File: src/rtl/cpu_pkg.sv
// -----------------------------------------------------------------------------
// cpu_pkg
//   Shared constants for the memory arbiter.
//   ARB_FIXED / ARB_RR : values for the arbiter MODE parameter.
//   arb_state_e        : arbiter FSM state encoding (IDLE / BUSY).
// -----------------------------------------------------------------------------
package cpu_pkg;

    localparam int ARB_FIXED = 0;
    localparam int ARB_RR    = 1;

    typedef enum logic {
        ARB_IDLE = 1'b0,
        ARB_BUSY = 1'b1
    } arb_state_e;

endpackage

File: src/rtl/rr_picker.sv
// -----------------------------------------------------------------------------
// rr_picker
//   Combinational masked priority pick. It scans the active vector starting at
//   index 'start' and wrapping around, and returns the first set index.
//   Ports:
//     act   in  NREQ  candidate vector
//     start in  IDXW  scan start index (tie to 0 for plain fixed priority)
//     valid out 1     some candidate was found
//     idx   out IDXW  index of the chosen candidate (0 when none)
// -----------------------------------------------------------------------------
module rr_picker #(
    parameter int NREQ = 2,
    parameter int IDXW = 3
) (
    input  logic [NREQ-1:0] act,
    input  logic [IDXW-1:0] start,
    output logic            valid,
    output logic [IDXW-1:0] idx
);

    always_comb begin
        int j;
        valid = 1'b0;
        idx   = '0;
        j     = 0;
        for (int k = 0; k < NREQ; k++) begin
            j = (int'(start) + k) % NREQ;
            // Inner loop keeps every bit select a constant after unrolling.
            for (int i = 0; i < NREQ; i++) begin
                if (!valid && (i == j) && act[i]) begin
                    valid = 1'b1;
                    idx   = IDXW'(i);
                end
            end
        end
    end

endmodule

File: src/rtl/mem_arbiter_n.sv
// -----------------------------------------------------------------------------
// mem_arbiter_n
//   Multiplexes NREQ requesters onto one external memory port. The winner is
//   picked combinationally (fixed priority or round-robin) and drives the port
//   in the same cycle. If memory stalls (mdelay=1) the grant is locked to the
//   owner until the first cycle with mdelay=0. A kill of the owner's read while
//   the bus is held drains the transaction and suppresses its completion.
//   Ports:
//     clk, rst                 clock, asynchronous active-low reset
//     req_addr/we/re/sel/kill  per-requester request bundle (slice i)
//     mdelay                   memory not ready
//     AddrOut/we/re/sel        memory port (all zero when nothing is granted)
//     grant                    one-hot grant
//     delay                    per-requester stall
//     owner                    index of the current bus owner
//     stall_kill               high while a killed read drains
// -----------------------------------------------------------------------------
module mem_arbiter_n
    import cpu_pkg::*;
#(
    parameter int WIDTH = 32,
    parameter int NREQ  = 2,
    parameter int MODE  = 0,
    parameter int IDXW  = 3
) (
    input  logic                  clk,
    input  logic                  rst,
    input  logic [NREQ*WIDTH-1:0] req_addr,
    input  logic [NREQ-1:0]       req_we,
    input  logic [NREQ-1:0]       req_re,
    input  logic [2*NREQ-1:0]     req_sel,
    input  logic [NREQ-1:0]       req_kill,
    input  logic                  mdelay,
    output logic [WIDTH-1:0]      AddrOut,
    output logic                  we,
    output logic                  re,
    output logic [1:0]            sel,
    output logic [NREQ-1:0]       grant,
    output logic [NREQ-1:0]       delay,
    output logic [IDXW-1:0]       owner,
    output logic                  stall_kill
);

    arb_state_e       state_q, state_d;
    logic [IDXW-1:0]  owner_q, owner_d;
    logic [IDXW-1:0]  rr_ptr_q, rr_ptr_d;
    logic             drain_q, drain_d;

    // Copy of the owner's request taken at BUSY entry; the bus is driven from
    // it while stalled so a draining owner can already present a new request.
    logic [WIDTH-1:0] hold_addr_q, hold_addr_d;
    logic [1:0]       hold_sel_q, hold_sel_d;
    logic             hold_we_q, hold_we_d;
    logic             hold_re_q, hold_re_d;

    logic [NREQ-1:0]  active, cand;
    logic [IDXW-1:0]  pick_start, win_idx;
    logic             win_vld;
    logic [WIDTH-1:0] win_addr;
    logic [1:0]       win_sel;
    logic             win_we, win_re;

    logic             cur_vld;
    logic [IDXW-1:0]  cur_idx;
    logic [WIDTH-1:0] cur_addr;
    logic [1:0]       cur_sel;
    logic             cur_we, cur_re;
    logic             kill_now, suppress;

    function automatic logic [IDXW-1:0] next_ptr(input logic [IDXW-1:0] idx);
        if (idx == IDXW'(NREQ - 1)) return '0;
        return idx + IDXW'(1);
    endfunction

    assign pick_start = (MODE == ARB_RR) ? rr_ptr_q : '0;

    rr_picker #(
        .NREQ (NREQ),
        .IDXW (IDXW)
    ) u_pick (
        .act   (cand),
        .start (pick_start),
        .valid (win_vld),
        .idx   (win_idx)
    );

    // Winner's request bundle.
    always_comb begin
        win_addr = '0;
        win_sel  = '0;
        win_we   = 1'b0;
        win_re   = 1'b0;
        for (int i = 0; i < NREQ; i++) begin
            if (win_idx == IDXW'(i)) begin
                win_addr = req_addr[i*WIDTH +: WIDTH];
                win_sel  = req_sel[2*i +: 2];
                win_we   = req_we[i];
                win_re   = req_re[i];
            end
        end
    end

    // A kill only matters against the held read; a held write always completes.
    always_comb begin
        kill_now = 1'b0;
        for (int i = 0; i < NREQ; i++) begin
            if ((state_q == ARB_BUSY) && (owner_q == IDXW'(i)))
                kill_now = req_kill[i] & hold_re_q;
        end
        suppress = drain_q | kill_now;
    end

    always_comb begin
        state_d     = state_q;
        owner_d     = owner_q;
        rr_ptr_d    = rr_ptr_q;
        drain_d     = drain_q;
        hold_addr_d = hold_addr_q;
        hold_sel_d  = hold_sel_q;
        hold_we_d   = hold_we_q;
        hold_re_d   = hold_re_q;
        cur_vld     = 1'b0;
        cur_idx     = owner_q;
        cur_addr    = hold_addr_q;
        cur_sel     = hold_sel_q;
        cur_we      = hold_we_q;
        cur_re      = hold_re_q;

        if (state_q == ARB_BUSY) begin
            cur_vld = 1'b1;
        end else if (win_vld) begin
            cur_vld     = 1'b1;
            cur_idx     = win_idx;
            cur_addr    = win_addr;
            cur_sel     = win_sel;
            cur_we      = win_we;
            cur_re      = win_re;
            hold_addr_d = win_addr;
            hold_sel_d  = win_sel;
            hold_we_d   = win_we;
            hold_re_d   = win_re;
        end

        if (cur_vld) begin
            owner_d = cur_idx;
            if (mdelay) begin
                state_d = ARB_BUSY;
                drain_d = suppress;
            end else begin
                // The bus is released here; the next winner is picked next cycle.
                state_d = ARB_IDLE;
                drain_d = 1'b0;
                if (MODE == ARB_RR) rr_ptr_d = next_ptr(cur_idx);
            end
        end
    end

    always_ff @(posedge clk or negedge rst) begin
        if (!rst) begin
            state_q  <= ARB_IDLE;
            owner_q  <= '0;
            rr_ptr_q <= '0;
            drain_q  <= 1'b0;
        end else begin
            state_q  <= state_d;
            owner_q  <= owner_d;
            rr_ptr_q <= rr_ptr_d;
            drain_q  <= drain_d;
        end
    end

    always_ff @(posedge clk) begin
        hold_addr_q <= hold_addr_d;
        hold_sel_q  <= hold_sel_d;
        hold_we_q   <= hold_we_d;
        hold_re_q   <= hold_re_d;
    end

    // Outputs are forced to zero while reset is asserted, even mid-transaction.
    for (genvar gi = 0; gi < NREQ; gi++) begin : g_req
        logic granted;
        assign active[gi] = req_we[gi] | req_re[gi];
        assign cand[gi]   = active[gi] & ~(req_kill[gi] & req_re[gi]);
        assign granted    = cur_vld & (cur_idx == IDXW'(gi));
        assign grant[gi]  = rst & granted;
        assign delay[gi]  = rst & (granted ? (mdelay | suppress) : active[gi]);
    end

    assign AddrOut    = (rst && cur_vld) ? cur_addr : '0;
    assign sel        = (rst && cur_vld) ? cur_sel : '0;
    assign we         = rst & cur_vld & cur_we;
    assign re         = rst & cur_vld & cur_re;
    assign owner      = rst ? cur_idx : '0;
    assign stall_kill = rst & suppress;

endmodule
File: config.mk
export PLATFORM = sky130hd
export DESIGN_NAME = mem_arbiter_n
export DESIGN_NICKNAME = d
export VERILOG_FILES = /design/src/rtl/cpu_pkg.sv /design/src/rtl/rr_picker.sv /design/src/rtl/mem_arbiter_n.sv
export SDC_FILE = /design/constraint.sdc
export NUM_CORES = 1
export LEC_CHECK = 0
export ABC_AREA = 1
export BUFFER_PORTS_ARGS = -buffer_cell sky130_fd_sc_hd__buf_2
export CAP_MARGIN = 20
export CORE_ASPECT_RATIO = 1.25
export CORE_MARGIN = 5
export CORE_UTILIZATION = 48
export DETAILED_ROUTE_END_ITERATION = 6
export GPL_TIMING_DRIVEN = 0
export PLACE_DENSITY = 0.85
export SYNTH_ARGS = -nofsm -noshare
export SYNTH_HDL_FRONTEND = slang
export SYNTH_SLANG_ARGS = --single-unit
export TNS_END_PERCENT = 30
File: constraint.sdc
create_clock -name clk -period 1.9 [get_ports clk]
set_input_delay 0.38 -clock clk [delete_from_list [all_inputs] [get_ports clk]]
set_output_delay 0.38 -clock clk [all_outputs]
set_load 0.1 [all_outputs]
* After elaboration in Yosys (flattened, before gate mapping) *
Index checks and enable logic that the tools add are counted.

storage, ports and cells
  register bits after elaboration = 41
  bits in latches = 0
  RAM bits = 0
  ROM bits = 0
  bits of input ports = 77
  output and inout bits = 44
  word-level logic and storage cells = 72
  memories kept = 0

cells by class
  add/subtract/negate cells = 0
  multipliers = 0
  div/mod/pow operators = 0
  order comparisons = 0
  equality and inequality tests = 3
  shift operators = 0
  muxes and demuxes = 32
  bitwise gates (word level) = 22
  reductions and logical operators = 8

operators with widths
  kind                                           number
  2-to-1 mux 32 bit                              5
  2-to-1 mux 1 bit                               19
  AND 1 bit                                      16
  2-to-1 mux 2 bit                               5
  == test 3 x 1 -> 1 bit, second input constant  3
  zero test 3 bit                                3
  2-to-1 mux 3 bit                               3
  logical AND 1 bit                              4
  OR 1 bit                                       4
  inverter 1 bit                                 2
  zero test 1 bit                                1

* Longest topological paths before layout *
Gate-level depths: netlist of run 1.

  depth in word-level cells = 13
  gate-level depth with buffers = 10

* By module *
From an unflattened synthesis of run 1, not the netlist that was laid out.

second synthesis, totals
  cells, all modules = 357
  area, all modules = 2506.2 um^2

by module, submodules not included
  module         instances  cells each  area each (um^2)  seq. area each (um^2)
  mem_arbiter_n  1          348         2463.6            845.8
  rr_picker      1          9           42.5              0.0

* Worst setup path after synthesis of run 1 *
OpenSTA, ideal clock, no wires.

  path kind = reg-to-output
  from = register state_q
  to = output grant[1]
  data arrival time = 2916 ps
  data required time = 1520 ps
  path slack = -1396 ps
  stages on the path, launching flop included = 6
  path buffers = 0
  path through = dfrtp_1 -> inv_2 -> nand3_1 -> nand2_1 -> nand2_1 -> nor3_1

between the ends
  longest elaborated chain between the ends = 4

ends and longest elaborated chain
  what                      RTL line              text
  start: declaration        mem_arbiter_n.sv:44   arb_state_e state_q, state_d;
  start signal: assignment  mem_arbiter_n.sv:165  state_q <= state_d;
  2-to-1 mux 3 bit          mem_arbiter_n.sv:129  if (state_q == ARB_BUSY) begin
  == test 3 x 1 -> 1 bit    mem_arbiter_n.sv:184  assign granted = cur_vld & (cur_idx == IDXW'(gi));
  AND 1 bit (*)             mem_arbiter_n.sv:184
  AND 1 bit (*)             mem_arbiter_n.sv:185  assign grant[gi] = rst & granted;
  end: declaration          mem_arbiter_n.sv:38   output logic [NREQ-1:0] grant,

Mark *: on every way between the ends. The rest lies on a longest branch, timed or not.

* Final worst setup path of run 1 *
  from = register state_q
  to = output AddrOut[12]

between the ends
  longest elaborated chain between the ends = 3

ends and longest elaborated chain
  what                   RTL line              text
  2-to-1 mux 1 bit       mem_arbiter_n.sv:129
  logical AND 1 bit      mem_arbiter_n.sv:189  assign AddrOut = (rst && cur_vld) ? cur_addr : '0;
  2-to-1 mux 32 bit (*)  mem_arbiter_n.sv:189
  end: declaration       mem_arbiter_n.sv:34   output logic [WIDTH-1:0] AddrOut,

Marks and branches as above.

==> summary.md, run 1 <==
| Metric | Value |
|---|---|
| Status | finished, violations left |
| Failing checks | negative setup slack |
| Worst setup EP type | primary output |
| Htree depth | 2 |
| Final TNS setup | -9.26 ns |
| WP data arrival | 1.83 ns |
| Post-synth EDFFs | 0 |
| Final Hold Viols | 0 |
| Critical path data required time | 1.52 ns |
| N_diodes | 0 |
| Placer Congestion | 0.780 |
| Synth Area in Simple Gates | 51.3% |
| Max FO, Critical Path | 10 |
| Cell Area, Synth | 2770 um2 |
| R2R Path Start | state_q$_DFFE_PN0N_ |
| Synth Warn # | 0 |
| Final total power | 3.96 mW |
| DRC | 0 |
| Post-layout min period | 2.21 ns |
| Die ar. | 7400 um2 |
| Cells after Synth | 402 |
| Final setup violation count | 41 |
| TritonCTS clock tree | done |
| IO Pins | 121 |
| TritonCTS Sinks | 41 |
| R2r endpoint | hold_addr_q[23]$_DFF_P_ |
| Crit Path Class | reg -> out |
| Largest net degree at the start of global routing | 13 |
| Worst hold path type | in -> reg |
| Synthesized-area fraction occupied by adder cells | 0% |
| Setup ws final | -0.310 ns |
| GRT Util Overall | 24.4% |
| Antenna violations before repair | 0 |
| Vias in the first global route | 3211 |
| Via Count | 2967 |
| Gr ovfl total | 0 |
| Max-slew headroom at the worst pin | 69.6% |
| Leakage | 2.57 nW |
| Detailed Place HPWL | 5620 um |
| Fillcell total | 245 |
| Primary FF master, synth | dfxtp_1 |
| CTS Buffer Depth | 2 |
| Avg WL per Cell | 15.1 um |
| Hold_sp | mdelay |
| FF-to-FF path depth | 12 |
| Mean area per synthesized cell | 6.89 um2 |
| Initial Util | 48.6% |
| Distinct cells, synth | 24 |
| Die H | 94.9 um |
| Crit share post-route | 116% |
| Slew @ Worst Pin | 0.455 ns |
| Multi-input combinational cell area | 2050 um2 |
| Root Buffer | clkbuf_8 |
| Power Dens Cells | 779 nW/um2 |
| Total wire length | 9340 um |
| First-pass GRT wire length | 14500 um |
| Synth Register Bits | 41 |
| Number of CTS-inserted buffers | 5 |
| CTS clk-pin slew, worst paths | 0.08 ns |
| Largest family of logic cells by synthesized area | simple AND/OR/NAND/NOR gates |
| Hold depth | 2 |
| Worst Hold Slack | 0.342 ns |
| Seq. cell area | 847 um2 |
| Max Slew Vio Count | 0 |
| Nets | 627 |
| Core Area | 5700 um2 |
| 1st-iter DRT viols | 67 |
| Num rows | 31 |
| Worst vdd ir | 0.605 mV |
| Die Span X | 77.9 um |
| Routed vias/inst | 4.81 |
| Synth Net Count | 479 |
| Post-synthesis sequential area ratio | 30.5% |
| RSZ-0062 raised after global routing | true |
| Xor and xnor area share after synthesis | 0% |
| Post-synthesis mux area share | 0% |
| Peak Freq | 452 MHz |
| PortBufs | 120 |
| Max-Cap Viols | 0 |
| DRT antenna net count | 0 |
| Hold endpoint | state_q$_DFFE_PN0N_ |
| Worst clock skew | 0.00507 ns |
| Crit path launch type | flip-flop |
| Post-synth ARST share | 12.2% |
| Synth Area in Compound Gates | 1.26% |
| Worst skew pair latency | 0.30 ns |
| Share of layout cells above drive strength 1 | 58.6% |
| Initial DRT Pass Iterations | 4 |
| Area Growth Syn to Fin | 83.6% |
| R2R Setup Slk | 0.25 ns |
| DP Worst Slack | -0.393 ns |
## logic make-up (layout without fill, tap and decap cells)
| kind of cell | after synthesis | in the layout |
|---|---|---|
| and+or+nand+nor | 256 | 256 |
| buffers and inverters | 98 | 247 |
| DFF | 41 | 41 |
| AOI/OAI and AO/OA | 7 | 7 |
## cell type report
type | count | area share, %
multi-input combinational | 263 | 40.2
timing repair buffer | 141 | 28.7
sequential | 41 | 16.7
inverter | 85 | 6.91
buffer | 13 | 3.86
clock buffer | 7 | 1.89
tap | 66 | 1.62
clock inverter | 1 | 0.0984
## state kept, by name, indices dropped and copies added, names as in the netlist
| register | flops |
|---|---|
| state_q | 1 |
| hold_addr_q | 32 |
| hold_sel_q | 2 |
| hold_we_q | 1 |
| hold_re_q | 1 |
| owner_q | 3 |
| drain_q | 1 |
## worst max-delay path: stages (launching register included)
cell and delay [ns]:
dfrtp_2 0.44, clkinv_4 0.10, nand3_4 0.12, nand2_4 0.14, inv_8 0.06, buf_6 0.14, nand2_1 0.08, nand2_1 0.07
nor2_2 0.15, nor2_4 0.07, buf_12 0.16
## per-layer routing
layer | track usage [%] | part of all wire (%) | up-vias
li1 | - | - | 1447
met1 | 24.2 | 32 | 1392
met2 | 48.5 | 60 | 100
met3 | 4.68 | 4.6 | 28
met4 | 10.3 | 3.8 | 0
met5 | 0 | 0 | -
## layout by cell type (no fill, tap or decap), types with 2 or more instances in the layout
master    count
nor2_2        8
buf_4        17
buf_6         4
nor3_4        3
nand3_1       5
dfxtp_1      36
nor2_4       88
a21oi_4       5
nand2_4       5
inv_2         3
inv_1        75
nor2_1        9
clkbuf_8      7
inv_8         2
nand3_4       8
dfrtp_1       4
buf_8         9
inv_4         3
nand2_8       2
nand2_2      30
buf_2        76
nand2_1      95
buf_12       45
## where the power goes
part           total (mW)  switching (mW)  internal (mW)
clock               0.641           0.312          0.329
sequential           1.04          0.0449          0.999
combinational        2.28            1.45          0.828
total                3.96            1.81           2.16
## Yosys cell counts, types with 4 or more instances
| cell | number | area share, % |
|---|---|---|
| nand2_1 | 125 | 17 |
| inv_1 | 80 | 11 |
| nor2_2 | 60 | 14 |
| dfxtp_1 | 36 | 26 |
| nor2_4 | 30 | 12 |
| nor2_1 | 15 | 2.0 |
| nand3_1 | 11 | 2.0 |
| a21oi_1 | 6 | 1.1 |
| buf_6 | 5 | 2.0 |
| dfrtp_1 | 5 | 4.5 |
| nand2_2 | 5 | 1.1 |
| buf_2 | 4 | 0.72 |
## metrics by stage
stage | instance area (um2) | cells | utilization [%]
floorplan | 3190 | 402 | -
global placement | 3870 | 588 | 67.9
detailed placement | 3870 | 588 | 67.9
CTS | 4850 | 610 | 85.0
global route | 5090 | 617 | 89.2
finish | 5090 | 617 | 89.2
## worst max-delay path by stage
stage	startpoint	to	slack, ns	depth (start not counted)
global route	state_q$_DFFE_PN0N_	AddrOut[20]	-0.38	10
CTS	state_q$_DFFE_PN0N_	AddrOut[11]	-0.29	10
global placement	req_re[1]	AddrOut[6]	-0.37	9
detailed placement	req_re[1]	AddrOut[11]	-0.39	9
floorplan	req_re[0]	AddrOut[16]	-0.09	9
finish	state_q$_DFFE_PN0N_	AddrOut[12]	-0.31	10
## what timing repair did
action / in CTS / in global routing
endpoints found under the setup margin: 44 / 44
cloned: 2 / 1
hold buffers: 1 / 0
pin swaps: 41 / 11
resized for setup: 198 / 46
setup buffers: 11 / 6
endpoints found under the hold margin: 5 / 0
(Power assumes the default switching activity.)
==> run 2: changes to the inputs <==
- CORE_UTILIZATION: 48 -> 49
- CTS_BUF_LIST: unset -> sky130_fd_sc_hd__clkbuf_4
- PLACE_DENSITY: 0.85 -> 0.86
==> run 2 against run 1 <==
The run still ends with negative setup slack left. Sequential share of layout area rose by 0.22 points. Sequential cell count stayed put. Combinational power is essentially flat. Critical endpoint is now AddrOut[16]. Critical path type unchanged.
==> summary.md, run 2 (synthesis results as in run 1) <==
| Metric | Value |
|---|---|
| Placer Congestion | 0.791 |
| CTS clk-pin slew, worst paths | 0.12 ns |
| DRT antenna net count | 0 |
| Initial Util | 50.5% |
| Setup ws final | -0.421 ns |
| Routed vias/inst | 4.83 |
| Max Slew Vio Count | 0 |
| 1st-iter DRT viols | 140 |
| Finished Layout Cells | 605 |
| Multi-input combinational cell area | 2070 um2 |
| Worst skew pair latency | 0.34 ns |
| Initial DRT Pass Iterations | 4 |
| Slew @ Worst Pin | 0.487 ns |
| Nets | 617 |
| TritonCTS clock tree | done |
| GRT Util Overall | 22.4% |
| Most flops, register | hold_addr_q |
| Seq. cell area | 846 um2 |
| Dpl cell area | 3870 um2 |
| CTS Buffer Depth | 2 |
| Failing checks | negative setup slack |
| Die Span X | 77.3 um |
| Leakage | 2.52 nW |
| RSZ-0062 raised after global routing | true |
| Core Area | 5480 um2 |
| Max-Cap Viols | 0 |
| Max-slew headroom at the worst pin | 67.5% |
| Final total power | 3.88 mW |
| Post-layout min period | 2.32 ns |
| Worst clock skew | 0.00696 ns |
| Via Count | 2920 |
| Commonest non-fill, non-tap cells in the layout | 88 x nor2_4, 86 x nand2_1, 76 x inv_1, 76 x buf_2, 48 x buf_12 |
| WP data arrival | 1.94 ns |
| Num rows | 30 |
| N_diodes | 0 |
| Post-route cell area | 5010 um2 |
| Slowest cell on crit path | dfrtp_1 |
| Final Hold Viols | 0 |
| Total wire length | 9580 um |
| Crit share post-route | 122% |
| TritonCTS Sinks | 41 |
| Largest net degree at the start of global routing | 13 |
| Antenna violations before repair | 0 |
| Die ar. | 7270 um2 |
| Area Growth Syn to Fin | 80.9% |
| Worst setup EP type | primary output |
| Die H | 94.1 um |
| Peak Freq | 431 MHz |
| Crit Path Class | reg -> out |
| PortBufs | 120 |
| Gr ovfl total | 0 |
| Crit path launch type | flip-flop |
| IO Pins | 121 |
| Power Dens Cells | 774 nW/um2 |
| Root Buffer | clkbuf_4 |
| Critical path data required time | 1.52 ns |
| Cells after DPL | 586 |
| Most common cell after layout, fill and taps aside | nor2_4 |
| Htree depth | 2 |
| Share of layout cells above drive strength 1 | 58.8% |
| Worst Hold Slack | 0.282 ns |
| Avg WL per Cell | 15.8 um |
| Critical Path Max Stage Delay | 0.45 ns |
| Final setup violation count | 43 |
| Critical-path cell list | inv_4 > nand3_4 > inv_4 > buf_8 > clkbuf_16 > nand2_4 > nand2_4 > nor2_4 > nor2_4 > buf_12 |
| Max FFs per register | 32 |
| Fillcell total | 221 |
| Status | finished, violations left |
| Final TNS setup | -14.26 ns |
| Detailed Place HPWL | 5460 um |
| Biggest regs | hold_addr_q: 32 flops, owner_q: 3 flops, hold_sel_q: 2 flops |
| Max FO, Critical Path | 5 |
| Vias in the first global route | 2968 |
| First-pass GRT wire length | 13400 um |
| Worst hold path type | in -> reg |
| Worst vdd ir | 0.526 mV |
| Number of CTS-inserted buffers | 5 |
| DRC | 0 |
run 2: metrics by stage:
| stage | utilization, % | setup WS, ns |
|---|---|---|
| after global routing | 91.4 | -0.511 |
| final | 91.4 | -0.421 |
| after CTS | 84.3 | -0.376 |
| after global placement | 70.6 | -0.365 |
| after detailed placement | 70.6 | -0.389 |
| after floorplan | - | -0.0897 |
run 2: critical path, delay by kind of cell, from the launching register on:
kind | cells | cell delay, ns
buf+inv | 5 | 0.73
flops | 1 | 0.45
simple gates | 5 | 0.40
run 2: report_power, final:
part | internal [mW] | switching [mW] | leakage (nW)
logic | 0.795 | 1.46 | 2.11
registers | 0.998 | 0.0458 | 0.368
clock network | 0.288 | 0.290 | 0.0433
run 2: final timing paths:
kind	start	end	slack [ns]	cells past startpoint
setup / recovery	state_q$_DFFE_PN0N_	AddrOut[16]	-0.42	10
hold / removal	mdelay	state_q$_DFFE_PN0N_	0.28	2
setup reg to reg	state_q$_DFFE_PN0N_	hold_addr_q[8]$_DFF_P_	0.34	10
hold reg to reg	hold_addr_q[30]$_DFF_P_	hold_addr_q[30]$_DFF_P_	0.53	2
max in group asynchronous	rst	owner_q[0]$_DFFE_PN0N_	1.14	2
min in group asynchronous	rst	owner_q[2]$_DFFE_PN0N_	0.56	2
run 2: timing repair:
item	CTS	global route
endpoints found under the setup margin	44	44
gates resized for setup	165	84
gates cloned	0	2
buffers inserted	4	4
pin swaps	14	42
hold endpoints to repair	5	0
hold buffers	1	0
run 2: final cells by class:
type / count / area share (%)
Inverter: 85 / 6.87
Timing Repair Buffer: 131 / 27.7
Buffer: 13 / 4.09
Sequential cell: 41 / 16.9
Tap cell: 64 / 1.60
Clock buffer: 6 / 0.899
Clock inverter: 2 / 0.674
Multi-Input combinational cell: 263 / 41.3
run 2: routing by layer:
metal | routed length, um | track usage [%] | share of wire [%]
met4 | 233 | 6.88 | 2.4
met2 | 5660 | 44.3 | 59
met1 | 3270 | 23.4 | 34
met5 | 0 | 0 | 0
met3 | 413 | 3.84 | 4.3
